$ cat src/rtl/seq_bit_serializer_if.sv
// Word-in / bit-out bus of the serializer: parallel valid/ready input side
// plus the serial stream that feeds a downstream sequence detector.
interface seq_bit_serializer_if #(
    parameter int WIDTH = 8
);
    logic [WIDTH-1:0] din;
    logic             din_valid;
    logic             din_ready;
    logic             x;
    logic             x_valid;
    logic             x_last;

    modport master (
        output din,
        output din_valid,
        input  din_ready,
        input  x,
        input  x_valid,
        input  x_last
    );

    modport slave (
        input  din,
        input  din_valid,
        output din_ready,
        output x,
        output x_valid,
        output x_last
    );
endinterface

$ cat src/rtl/seq_bit_serializer.sv
// Parallel-to-serial front end: one-word holding buffer feeding a shifter,
// emitting one bit per clock with no gap between consecutive words.
module seq_bit_serializer #(
    parameter int   WIDTH     = 8,
    parameter bit   MSB_FIRST = 1'b1,
    parameter logic IDLE_BIT  = 1'b0
) (
    input  logic                 clk,
    input  logic                 rst,
    seq_bit_serializer_if.slave  bus,
    output logic                 busy,
    output logic [7:0]           word_cnt
);
    localparam int BW = $clog2(WIDTH);
    localparam logic [BW-1:0] LAST_IDX = BW'(WIDTH - 1);
    localparam logic [BW-1:0] PRE_LAST = BW'(WIDTH - 2);

    typedef enum logic {
        IDLE  = 1'b0,
        SHIFT = 1'b1
    } state_t;

    state_t           state_r;
    logic [WIDTH-1:0] hold_r;
    logic             hold_full_r;
    logic [WIDTH-1:0] sh_r;
    logic [BW-1:0]    bcnt_r;
    logic [7:0]       word_cnt_r;
    logic             x_r;
    logic             x_valid_r;
    logic             x_last_r;
    logic             busy_r;
    logic             accept_s;

    // Bit that leaves the shifter first for a given word.
    function automatic logic first_bit(input logic [WIDTH-1:0] w);
        return MSB_FIRST ? w[WIDTH-1] : w[0];
    endfunction

    // Move a word one position toward the output end.
    function automatic logic [WIDTH-1:0] shift_word(input logic [WIDTH-1:0] w);
        return MSB_FIRST ? {w[WIDTH-2:0], 1'b0} : {1'b0, w[WIDTH-1:1]};
    endfunction

    // Ready comes straight from the buffer flag, so an accept and a transfer never coincide.
    assign accept_s = bus.din_valid & ~hold_full_r;

    // Buffer, shifter and FSM; serial outputs are registered one step ahead of the shifter.
    always_ff @(posedge clk or negedge rst) begin
        if (!rst) begin
            state_r     <= IDLE;
            hold_r      <= '0;
            hold_full_r <= 1'b0;
            sh_r        <= '0;
            bcnt_r      <= '0;
            word_cnt_r  <= 8'd0;
            x_r         <= IDLE_BIT;
            x_valid_r   <= 1'b0;
            x_last_r    <= 1'b0;
            busy_r      <= 1'b0;
        end else begin
            if (accept_s) begin
                hold_r      <= bus.din;
                hold_full_r <= 1'b1;
            end
            case (state_r)
                IDLE: begin
                    if (hold_full_r) begin
                        state_r     <= SHIFT;
                        sh_r        <= hold_r;
                        hold_full_r <= 1'b0;
                        bcnt_r      <= '0;
                        x_r         <= first_bit(hold_r);
                        x_valid_r   <= 1'b1;
                        x_last_r    <= 1'b0;
                        busy_r      <= 1'b1;
                    end else begin
                        x_r       <= IDLE_BIT;
                        x_valid_r <= 1'b0;
                        x_last_r  <= 1'b0;
                        busy_r    <= accept_s;
                    end
                end
                SHIFT: begin
                    if (bcnt_r == LAST_IDX) begin
                        word_cnt_r <= word_cnt_r + 8'd1;
                        if (hold_full_r) begin
                            sh_r        <= hold_r;
                            hold_full_r <= 1'b0;
                            bcnt_r      <= '0;
                            x_r         <= first_bit(hold_r);
                            x_valid_r   <= 1'b1;
                            x_last_r    <= 1'b0;
                            busy_r      <= 1'b1;
                        end else begin
                            state_r   <= IDLE;
                            x_r       <= IDLE_BIT;
                            x_valid_r <= 1'b0;
                            x_last_r  <= 1'b0;
                            busy_r    <= accept_s;
                        end
                    end else begin
                        sh_r      <= shift_word(sh_r);
                        bcnt_r    <= bcnt_r + {{(BW-1){1'b0}}, 1'b1};
                        x_r       <= first_bit(shift_word(sh_r));
                        x_valid_r <= 1'b1;
                        x_last_r  <= (bcnt_r == PRE_LAST);
                        busy_r    <= 1'b1;
                    end
                end
                default: begin
                    state_r   <= IDLE;
                    x_r       <= IDLE_BIT;
                    x_valid_r <= 1'b0;
                    x_last_r  <= 1'b0;
                    busy_r    <= hold_full_r | accept_s;
                end
            endcase
        end
    end

    assign bus.din_ready = ~hold_full_r;
    assign bus.x         = x_r;
    assign bus.x_valid   = x_valid_r;
    assign bus.x_last    = x_last_r;
    assign busy          = busy_r;
    assign word_cnt      = word_cnt_r;
endmodule

$ cat src/flat_wrapper.sv
// flat-port wrapper written by rule: the top's interface ports become plain ports
module seq_bit_serializer_flat 
#(
    parameter int   WIDTH     = 8,
    parameter bit   MSB_FIRST = 1'b1,
    parameter logic IDLE_BIT  = 1'b0
)
  (clk, rst, busy, word_cnt, bus_din, bus_din_valid, bus_din_ready, bus_x, bus_x_valid, bus_x_last);
  seq_bit_serializer_if #(.WIDTH(WIDTH)) bus_i ();
  input  logic clk;
  input  logic rst;
  output logic busy;
  output logic [7:0] word_cnt;
  input wire logic [$bits(bus_i.din)-1:0] bus_din;
  input wire logic [$bits(bus_i.din_valid)-1:0] bus_din_valid;
  output wire logic [$bits(bus_i.din_ready)-1:0] bus_din_ready;
  output wire logic [$bits(bus_i.x)-1:0] bus_x;
  output wire logic [$bits(bus_i.x_valid)-1:0] bus_x_valid;
  output wire logic [$bits(bus_i.x_last)-1:0] bus_x_last;
  assign bus_i.din = bus_din;
  assign bus_i.din_valid = bus_din_valid;
  assign bus_din_ready = bus_i.din_ready;
  assign bus_x = bus_i.x;
  assign bus_x_valid = bus_i.x_valid;
  assign bus_x_last = bus_i.x_last;
  seq_bit_serializer #(.WIDTH(WIDTH), .MSB_FIRST(MSB_FIRST), .IDLE_BIT(IDLE_BIT)) u_core (.clk(clk), .rst(rst), .bus(bus_i), .busy(busy), .word_cnt(word_cnt));
endmodule
$ cat config.mk
export PLATFORM = sky130hd
export DESIGN_NAME = seq_bit_serializer_flat
export DESIGN_NICKNAME = d
export VERILOG_FILES = /design/src/rtl/seq_bit_serializer_if.sv /design/src/rtl/seq_bit_serializer.sv /design/src/flat_wrapper.sv
export SDC_FILE = /design/constraint.sdc
export NUM_CORES = 1
export LEC_CHECK = 0
export BUFFER_PORTS_ARGS = -buffer_cell sky130_fd_sc_hd__buf_2
export CAP_MARGIN = 30
export CELL_PAD_IN_SITES_DETAIL_PLACEMENT = 1
export CELL_PAD_IN_SITES_GLOBAL_PLACEMENT = 1
export CORE_MARGIN = 3
export CORE_UTILIZATION = 39
export CTS_BUF_LIST = sky130_fd_sc_hd__clkbuf_4 sky130_fd_sc_hd__clkbuf_8 sky130_fd_sc_hd__clkbuf_16
export DETAILED_ROUTE_END_ITERATION = 10
export PLACE_DENSITY = 0.8
export REMOVE_ABC_BUFFERS = 1
export SLEW_MARGIN = 20
export SYNTH_ARGS = -nofsm -noshare
export SYNTH_HDL_FRONTEND = slang
export SYNTH_SLANG_ARGS = --single-unit
export TNS_END_PERCENT = 10
$ cat constraint.sdc
create_clock -name clk -period 1.8 [get_ports clk]
set_input_delay 0.36 -clock clk [delete_from_list [all_inputs] [get_ports clk]]
set_output_delay 0.36 -clock clk [all_outputs]
set_load 0.005 [all_outputs]
# [Word-level counts from Yosys, hierarchy flattened]
# Cells that the tools add are included.
[totals] regBits=32 inputBits=11 output_inout_bits=13 elab_cells=38
[op_classes] addsub=2 n_eq_ne=2 n_mux=21 bitwise=3 reduce_logical=1
[ops] operator="$mux 8" count=2
[ops] operator="$pmux 8 s2" count=1
[ops] operator="$mux 1" count=10
[ops] operator="$pmux 1 s2" count=5
[ops] operator="$add 8x1->8 const B" count=1
[ops] operator="$eq 3x3->1 const B" count=2
[ops] operator="$mux 3" count=2
[ops] operator="$pmux 3 s2" count=1
[ops] operator="$add 3x1->3 const B" count=1
[ops] operator="$not 1->1" count=2
[ops] operator="$reduce_and 2->1" count=1
[ops] operator="$and 1x1->1" count=1

# [Depth between registers and ports, before layout]
# Gate-level depths: netlist of run 1.
[depth] depth_word=6 depth_mapped=7 mapped_depth_nobuf=5

# [Worst setup path after synthesis of run 1]
# No wires, ideal clock.
[synth_timing] path_type="register to register" from="register u_core.bcnt_r[1]" to="register u_core.bcnt_r[0]" setup_time_ns=0.074 arrival_time_ns=1.273 required_ns=1.726 setup_slack_ns=0.454 stages_incl_launch_ff=8 n_path_buf=2 period_less_slack_ns=1.346 cell_sequence="dfrtp_1 ha_1 ha_1 nor2b_1 buf_6 clkbuf_8 nand2_1 o21ai_2"
[synth_between] elab_chain_cells=3
[synth_rtl] item="from (decl)" line="seq_bit_serializer.sv:27" source="logic [BW-1:0] bcnt_r;"
[synth_rtl] item="from (signal assigned)" line="seq_bit_serializer.sv:104" source="bcnt_r <= bcnt_r + {{(BW-1){1'b0}}, 1'b1};"
[synth_rtl] item="$eq 3x3->1" line="seq_bit_serializer.sv:85" source="if (bcnt_r == LAST_IDX) begin"
[synth_rtl] item="$mux 3" line="seq_bit_serializer.sv:85"
[synth_rtl] item="$pmux 3 s2" line="seq_bit_serializer.sv:66" source="case (state_r)"
# Every way passes these cells.
# A chain may end at the register's enable or synchronous reset.

# [Final worst setup path of run 1]
[layout_timing] from="register u_core.hold_full_r" to="output port bus_din_ready"
[layout_between] elab_chain_cells=1
[layout_rtl] item="from (decl)" line="seq_bit_serializer.sv:25" source="logic hold_full_r;"
[layout_rtl] item="from (signal assigned)" line="seq_bit_serializer.sv:53" source="hold_full_r <= 1'b0;"
[layout_rtl] item="from (signal assigned)" line="seq_bit_serializer.sv:64" source="hold_full_r <= 1'b1;"
[layout_rtl] item="from (signal assigned)" line="seq_bit_serializer.sv:71" source="hold_full_r <= 1'b0;"
[layout_rtl] item="$not 1->1" line="seq_bit_serializer.sv:122" source="assign bus.din_ready = ~hold_full_r;"
[layout_rtl] item="to (decl)" line="flat_wrapper.sv:16" source="output wire logic [$bits(bus_i.din_ready)-1:0] bus_din_ready;"
# Every way passes these cells.

==> results by group, run 1 <==
Timing
  • Final setup vio count: 0
  • Max Clk Rate: 669 MHz
  • Tcrit/Tclk final: 83.1%
  • RSZ-0062 raised after global routing: no
  • Final worst setup slack: slightly above 0.3 ns
  • Fin crit period: 1.50 ns
  • Hold Vio Cnt, Final: 0
  • Worst Skew: 0.00531 ns
  • Max Slew Vio Count: 0
  • Worst-Margin Slew: just under 0.7 ns
  • Min Hold Slack: around 0.074 ns
  • Worst slew margin: 53.9%
  • Setup TNS: 0 ns

Clock network
  • Number of hold buffers added after CTS: 0
  • Clock Pin Slew Worst Setup and Hold Paths: 0.09 ns
  • CTS root buffer: clkbuf_4
  • CTS tree: yes
  • Postcts setup bufs: 0
  • Clock Sinks: 31
  • Clock Latency Late Sink: between 0.3 and 0.4 ns
  • Post-CTS sizing: 0
  • Number of H-tree levels: 2
  • Max clock buf depth: 2
  • TritonCTS Buffers: 5

Die
  • Chip Height: roughly 65 um
  • Core area: between 3000 and 4000 sq um
  • Starting Density: 42.5%
  • Row count: 20
  • Die area: 4170 sq um
  • # IOs: 24
  • Die W: 64.6 um

Global routing
  • Vias in the first global route: 980
  • Initial antenna violation count: 0
  • Global-route wire length before repair: between 4000 and 5000 um
  • GR Overflow Total: 0
  • GRT Total Usage: about 15%
  • Largest net degree at the start of global routing: 32

Yosys
  • Post-synthesis sequential area ratio: between 50% and 60%
  • Syn Inst Count: approximately 110
  • Most area-hungry cell type in the Yosys netlist: dfrtp_1
  • Number of synthesized register bits: 31
  • Avg Inst Size Synth: roughly 13 sq um
  • Mapped Area: approximately 1300 sq um
  • Top cells by area, synth: dfrtp_1 58%, mux2_2 7.6%, mux2i_1 5.2%, ha_1 4.7%, xnor2_1 3.9%
  • Synth warnings: 0
  • Netlist cell types: 24
  • Top-area cell type share of the netlist area: between 50% and 60%

Detailed routing
  • Vias: between 800 and 900
  • Post-route antenna net violation count: 0
  • Initial DRC count: 13
  • DR pass1 iterations: 3
  • Via/cell ratio: about 5.0
  • Wire length per cell: ~15 um
  • Final wirelength: 2600 um
  • DRC violations left: 0

Worst setup path
  • Req. time, crit path: between 1 and 1.5 ns
  • Setup crit end kind: output port
  • Setup crit start kind: flip-flop
  • Critical path class: flip-flop to output port
  • R2r setup slk: between 0.3 and 0.4 ns
  • Critical path peak fanout: 12
  • WP data arrival: between 1 and 1.5 ns

Min path
  • Worst Hold Class: input port to async pin

Final layout
  • Filler instances: ~360
  • # diodes: 0
  • Final Instance Area: roughly 1500 sq um
  • Util after Layout: 48.6%
  • Fin nets: 150
  • Final Non-Filler Cells: 177
  • Share of cells above drive strength 1: a little over a third
  • Area grow syn2layout: 14.5%

Power
  • PD cells: ~1500 nW/um^2
  • Leakage: roughly 0.76 nW
  • Peak VDD IR: 0.572 mV
  • Post-layout power: approximately 2.3 mW

Placed design
  • Final HPWL DP: roughly 1900 um
  • DP Cell Count: around 170
  • Routability Congestion: approximately 0.7
  • Setup WS pre-CTS: about 0.33 ns
  • Port Buf Inserts: 23
  • Placed cell areas: between 1000 and 1500 sq um

Outcome
  • Status: finished clean

Flow run
  • Number of max-cap violations: 0
==> synthesized netlist by cell type, drive strengths merged <==
cell    number
dfrtp       31
nand2       12
o21ai       10
mux2         9
mux2i        7
xnor2        6
ha           5
nand4        4
buf          3
inv          3
nand3        2
nor2         2
nor2b        2
a21o         1
and2         1
and3         1
and4         1
clkbuf       1
or2          1
or2b         1
or3          1
xor2         1
==> critical path, cell delays in order (launching register included) <==
cell and delay (ns):
dfrtp_1 0.39, buf_4 0.20, inv_1 0.11, buf_2 0.12
==> logic make-up after synthesis <==
group           after synthesis  synth area share (%)
compound gates               11                  4.95
mux                          16                  12.8
flops                        31                  57.9
simple gates                 28                  10.9
buf+inv                       7                  4.11
fa+ha+maj                     5                  4.67
xor+xnor                      7                  4.58
==> flip-flops by register name, summed over array words and instances, names as in the netlist <==
register and flops:
u_core.sh_r 7, u_core.hold_r 8, u_core.bus.x 1, u_core.word_cnt 8, u_core.hold_full_r 1, u_core.busy 1, u_core.bus.x_last 1, u_core.bus.x_valid 1
u_core.bcnt_r 3
==> layout make-up <==
type                       count  area, sq um  share of cell area [%]
sequential                    31          776                    50.6
multi-input combinational     67          508                    33.1
clock buffer                   6         45.0                    2.94
inverter                       3         11.3                   0.735
tap                           44         55.1                    3.59
timing repair buffer          26          138                    8.98
==> cell usage in the layout, fill, tap and decap left out, drive strengths merged <==
cell type	count
ha	5
and3	1
or3	1
mux2	9
clkbuf	6
a21o	1
o21ai	10
inv	3
xor2	1
or2	1
and4	1
and2	1
nand2	12
or2b	1
nand4	4
mux2i	7
dfrtp	31
nor2	2
nor2b	2
nand3	2
buf	26
xnor2	6
==> metal layers <==
metal  vias up  track usage, %  wire length, um
met5         -               0                0
met4         0            7.12               64
met3         7            5.89              134
met2        25            26.7             1380
met1       441            15.4             1020
li1        413               -                -
==> where the power goes <==
| part | switching [mW] | total (mW) | internal [mW] |
|---|---|---|---|
| clock | 0.222 | 0.376 | 0.154 |
| sequential | 0.181 | 1.14 | 0.954 |
| combinational | 0.407 | 0.816 | 0.410 |
| total | 0.810 | 2.33 | 1.52 |
==> final timing paths <==
| path | start | cells past startpoint | end |
|---|---|---|---|
| max | u_core.hold_full_r$_DFF_PN0_ | 3 | bus_din_ready |
| min | rst | 1 | u_core.hold_r[5]$_DFFE_PN0P_ |
| max reg2reg | u_core.bcnt_r[1]$_DFF_PN0_ | 6 | u_core.bcnt_r[0]$_DFF_PN0_ |
| min reg2reg | u_core.word_cnt[7]$_DFFE_PN0P_ | 1 | u_core.word_cnt[7]$_DFFE_PN0P_ |
| max in group asynchronous | rst | 1 | u_core.hold_r[0]$_DFFE_PN0P_ |
| min in group clk | bus_din_valid | 2 | u_core.busy$_DFF_PN0_ |
Note: power is estimated with default switching activity, not from simulation.
==> run 2, diff against run 1 <==
--- a/config.mk
+++ b/config.mk
@@ -5,6 +5,7 @@
 export SDC_FILE = /design/constraint.sdc
 export NUM_CORES = 1
 export LEC_CHECK = 0
+export ABC_AREA = 1
 export BUFFER_PORTS_ARGS = -buffer_cell sky130_fd_sc_hd__buf_2
 export CAP_MARGIN = 30
 export CELL_PAD_IN_SITES_DETAIL_PLACEMENT = 1
@@ -13,7 +14,7 @@
 export CORE_UTILIZATION = 39
 export CTS_BUF_LIST = sky130_fd_sc_hd__clkbuf_4 sky130_fd_sc_hd__clkbuf_8 sky130_fd_sc_hd__clkbuf_16
 export DETAILED_ROUTE_END_ITERATION = 10
-export PLACE_DENSITY = 0.8
+export PLACE_DENSITY = 0.83
 export REMOVE_ABC_BUFFERS = 1
 export SLEW_MARGIN = 20
 export SYNTH_ARGS = -nofsm -noshare
==> constraint.sdc (replaced) <==
create_clock -name clk -period 1.4 [get_ports clk]
set_input_delay 0.28 -clock clk [delete_from_list [all_inputs] [get_ports clk]]
set_output_delay 0.28 -clock clk [all_outputs]
set_load 0.005 [all_outputs]
==> run 2 against run 1 <==
Sequential cell count unchanged. Clock skew up 0.0017 ns. Clock-buffer cell count up 1. Hold slack better by 0.097 ns. Final area up 11%. First-iteration DRC count up 110%. Clock power up 43%. Synthesized cell count up 44%. Largest power group unchanged. Highest routed layer unchanged.
==> results by group, run 2 <==
Yosys
  • Syn Inst Count: 151 (was 105)
  • Post-synthesis sequential area ratio: 56.3% (was 57.9%)
  • Synth warnings: 0 (unchanged)
  • Adder-Cell Fraction of Synth Area: 4.54% (was 4.67%)
  • Number of synthesized register bits: 31 (unchanged)
  • Most used DFF post-synth: dfrtp_1 (unchanged)
  • Multiplexer area fraction after synthesis: 0.817% (was 12.8%)
  • Post-synthesis simple-gate area fraction: 24.7% (was 10.9%)
  • Mapped Area: 1380 sq um (was 1340 sq um)
  • Most area-hungry cell type in the Yosys netlist: dfrtp_1 (unchanged)
  • Cell with the most instances after synthesis: nand2_1 (was dfrtp_1)
  • EDFF count, synth: 0 (unchanged)
  • Largest family of logic cells by synthesized area: simple AND/OR/NAND/NOR gates (was multiplexers)
  • Top cells by area, synth: dfrtp_1 56%, nand2_1 11%, nand3_1 4.7%, o21ai_0 4.7%, ha_1 4.5% (was dfrtp_1 58%, mux2_2 7.6%, mux2i_1 5.2%, ha_1 4.7%, xnor2_1 3.9%)
  • Xor/xnor share of the synthesized area: 1.91% (was 4.58%)
  • FFs w/ async S/R, synth: 100% (unchanged)
  • Post-synth top cells: 42 x nand2_1, 31 x dfrtp_1, 13 x nand3_1, 13 x o21ai_0, 11 x inv_1 (was 31 x dfrtp_1, 12 x nand2_1, 9 x mux2_2, 8 x o21ai_0, 7 x mux2i_1)
  • Compound-gate portion of the synthesized area: 6.18% (was 4.95%)
  • Top-area cell type share of the netlist area: 56.3% (was 57.9%)
  • Netlist cell types: 24 (unchanged)
  • Avg Inst Size Synth: 9.12 sq um (was 12.8 sq um)

Die
  • Starting Density: 43.0% (was 42.5%)
  • Die area: 4280 sq um (was 4170 sq um)
  • # IOs: 24 (unchanged)
  • Row count: 20 (unchanged)
  • Die W: 65.4 um (was 64.6 um)
  • Chip Height: 65.4 um (was 64.6 um)
  • Core area: 3200 sq um (was 3150 sq um)

Timing
  • Max Slew Vio Count: 0 (unchanged)
  • Tcrit/Tclk final: between 90% and 100%
  • Hold Vio Cnt, Final: 0 (unchanged)
  • Worst slew margin: 73.8% (was 53.9%)
  • Fin crit period: about 1.4 ns
  • Setup TNS: 0 ns (unchanged)
  • Worst-Margin Slew: 0.393 ns (was 0.691 ns)
  • RSZ-0062 raised after global routing: yes (was no)
  • Worst Skew: 0.00697 ns (was 0.00531 ns)
  • Max Clk Rate: 738 MHz
  • Final setup vio count: 0 (unchanged)
  • Final worst setup slack: 0.0442 ns (was 0.304 ns)

Placed design
  • Setup WS pre-CTS: -0.0943 ns (was 0.335 ns)
  • Port Buf Inserts: 23 (unchanged)
  • Routability Congestion: 0.809 (was 0.703)
  • Final HPWL DP: 2330 um (was 1950 um)

Detailed routing
  • Initial DRC count: 27 (was 13)
  • Via/cell ratio: 4.85 (was 5.01)
  • DRC violations left: 0 (unchanged)
  • Post-route antenna net violation count: 0 (unchanged)
  • Wire length per cell: 13.8 um (was 14.7 um)
  • Final wirelength: 3190 um (was 2600 um)
  • Vias: 1121 (was 886)
  • DR pass1 iterations: 3 (unchanged)

Global routing
  • Vias in the first global route: 1204 (was 980)
  • Initial antenna violation count: 0 (unchanged)
  • GRT Total Usage: 17.5% (was 15.0%)
  • GR Overflow Total: 0 (unchanged)
  • Global-route wire length before repair: 5540 um (was 4600 um)
  • Largest net degree at the start of global routing: 32 (unchanged)

Final layout
  • Share of cells above drive strength 1: 28.3% (was 35.3%)
  • Multi-input logic area: 563 sq um (was 508 sq um)
  • Most frequent cells in the layout: 42 x nand2_1, 31 x dfrtp_1, 23 x buf_2 (was 31 x dfrtp_1, 23 x buf_2, 12 x nand2_1)
  • Filler instances: 402 (was 359)
  • Commonest non-fill, non-tap cell in the layout: nand2_1 (was dfrtp_1)
  • FF/Latch Area: 776 sq um (unchanged)
  • Fin nets: 202 (was 150)
  • Area grow syn2layout: 23.3% (was 14.5%)
  • # diodes: 0 (unchanged)

Min path
  • WHS Path Cells: 3
  • Hold_sp: bus_din[0]
  • Worst Hold Class: input port to flip-flop (was input port to async pin)

Worst setup path
  • Req. time, crit path: 1.68 ns (was 1.44 ns)
  • Slowest CP cell: dfrtp_1 (unchanged)
  • Critical-path cell list: ha_4 -> ha_4 -> nand2_2 -> nor2_4 -> nand2_2 -> or2_0 -> nand2_1 (was buf_4 -> inv_1 -> buf_2)
  • Crit path from: u_core.bcnt_r[1]$_DFF_PN0_ (was u_core.hold_full_r$_DFF_PN0_)
  • Worst reg2reg path depth: 7 (was 6)
  • Critical path peak fanout: 4 (was 12)
  • Setup crit end kind: flip-flop (was output port)
  • WP data arrival: 1.63 ns (was 1.14 ns)
  • Setup crit start kind: flip-flop (unchanged)
  • Worst flop-to-flop path startpoint: u_core.bcnt_r[1]$_DFF_PN0_ (unchanged)
  • Crit-path max cell delay: 0.41 ns (was 0.39 ns)
  • Critical path class: flip-flop to flip-flop (was flip-flop to output port)

Clock network
  • Clock Latency Late Sink: 0.33 ns (was 0.32 ns)
  • Number of H-tree levels: 2 (unchanged)
  • Max clock buf depth: 2 (unchanged)
  • CTS root buffer: clkbuf_4 (unchanged)
  • Clock Pin Slew Worst Setup and Hold Paths: 0.10 ns (was 0.09 ns)
  • CTS tree: yes (unchanged)
  • Clock Sinks: 31 (unchanged)
  • TritonCTS Buffers: 5 (unchanged)

Power
  • Leakage: 0.892 nW (was 0.762 nW)
  • PD cells: 2000 nW/um^2 (was 1520 nW/um^2)
  • Peak VDD IR: 0.817 mV (was 0.572 mV)
  • Post-layout power: 3.39 mW (was 2.33 mW)

Outcome
  • Status: finished clean (unchanged)

Flow run
  • Number of max-cap violations: 0 (unchanged)
-- run 2: routing by layer --
| metal | up-vias | wire (um) | global-route usage [%] | share of wire (%) |
|---|---|---|---|---|
| li1 | 547 | - | - | - |
| met1 | 533 | 1390 | 19.8 | 44 |
| met2 | 32 | 1570 | 30.6 | 49 |
| met3 | 9 | 161 | 5.64 | 5.0 |
| met4 | 0 | 68 | 6.48 | 2.1 |
| met5 | - | 0 | 0 | 0 |
-- run 2: kinds of logic (layout without fill, tap and decap cells) --
| logic type | after synthesis | after routing |
|---|---|---|
| xor+xnor | 3 | 3 |
| simple gates | 77 | 77 |
| buf+inv | 17 | 53 |
| fa+ha+maj | 5 | 5 |
| flops | 31 | 31 |
| compound gates | 17 | 17 |
| mux | 1 | 1 |
-- run 2: area by class of cell --
| type | count | share of cell area [%] |
|---|---|---|
| Clock inverter | 1 | 0.295 |
| Clock buffer | 7 | 3.09 |
| Inverter | 12 | 2.80 |
| Sequential cell | 31 | 45.7 |
| Multi-Input combinational cell | 103 | 33.1 |
| Timing Repair Buffer | 33 | 11.8 |
| Tap cell | 44 | 3.24 |
-- run 2: path summary, 6_finish.rpt --
kind	slack, ns	endpoint
setup / recovery	0.04	u_core.word_cnt[4]$_DFFE_PN0P_
hold / removal	0.17	u_core.hold_r[0]$_DFFE_PN0P_
setup reg to reg	0.04	u_core.word_cnt[4]$_DFFE_PN0P_
hold reg to reg	0.48	u_core.hold_r[4]$_DFFE_PN0P_
max in group asynchronous	0.62	u_core.hold_r[3]$_DFFE_PN0P_
min in group asynchronous	0.49	u_core.word_cnt[1]$_DFFE_PN0P_
-- run 2: power breakdown --
part	total, mW	switching, mW	internal (mW)	leakage (nW)
registers	1.50	0.263	1.23	0.387
clock network	0.539	0.305	0.234	0.0361
logic	1.35	0.750	0.604	0.470
-- run 2: what timing repair did --
action,CTS,global route
hold buffers,1,0
cloned,0,0
pin swaps,2,2
resized for setup,5,7
endpoints found under the setup margin,17,16
endpoints found under the hold margin,31,0
buffers inserted,2,1
-- run 2: worst max-delay path, delay by kind of cell (launching register included) --
kind                     cells  cell delay (ns)
adder cells (fa/ha/maj)      2             0.32
flip-flops                   1             0.41
AND/OR/NAND/NOR              5             0.58
-- run 2: metrics by stage --
stage	std cells	utilization [%]	hold WS [ns]	area (sq um)
floorplan	146	-	-0.0156	1350
global placement	219	48.8	0.315	1560
detailed placement	219	48.8	0.319	1560
CTS	230	52.0	0.166	1670
global route	231	53.0	0.158	1700
finish	231	53.0	0.170	1700
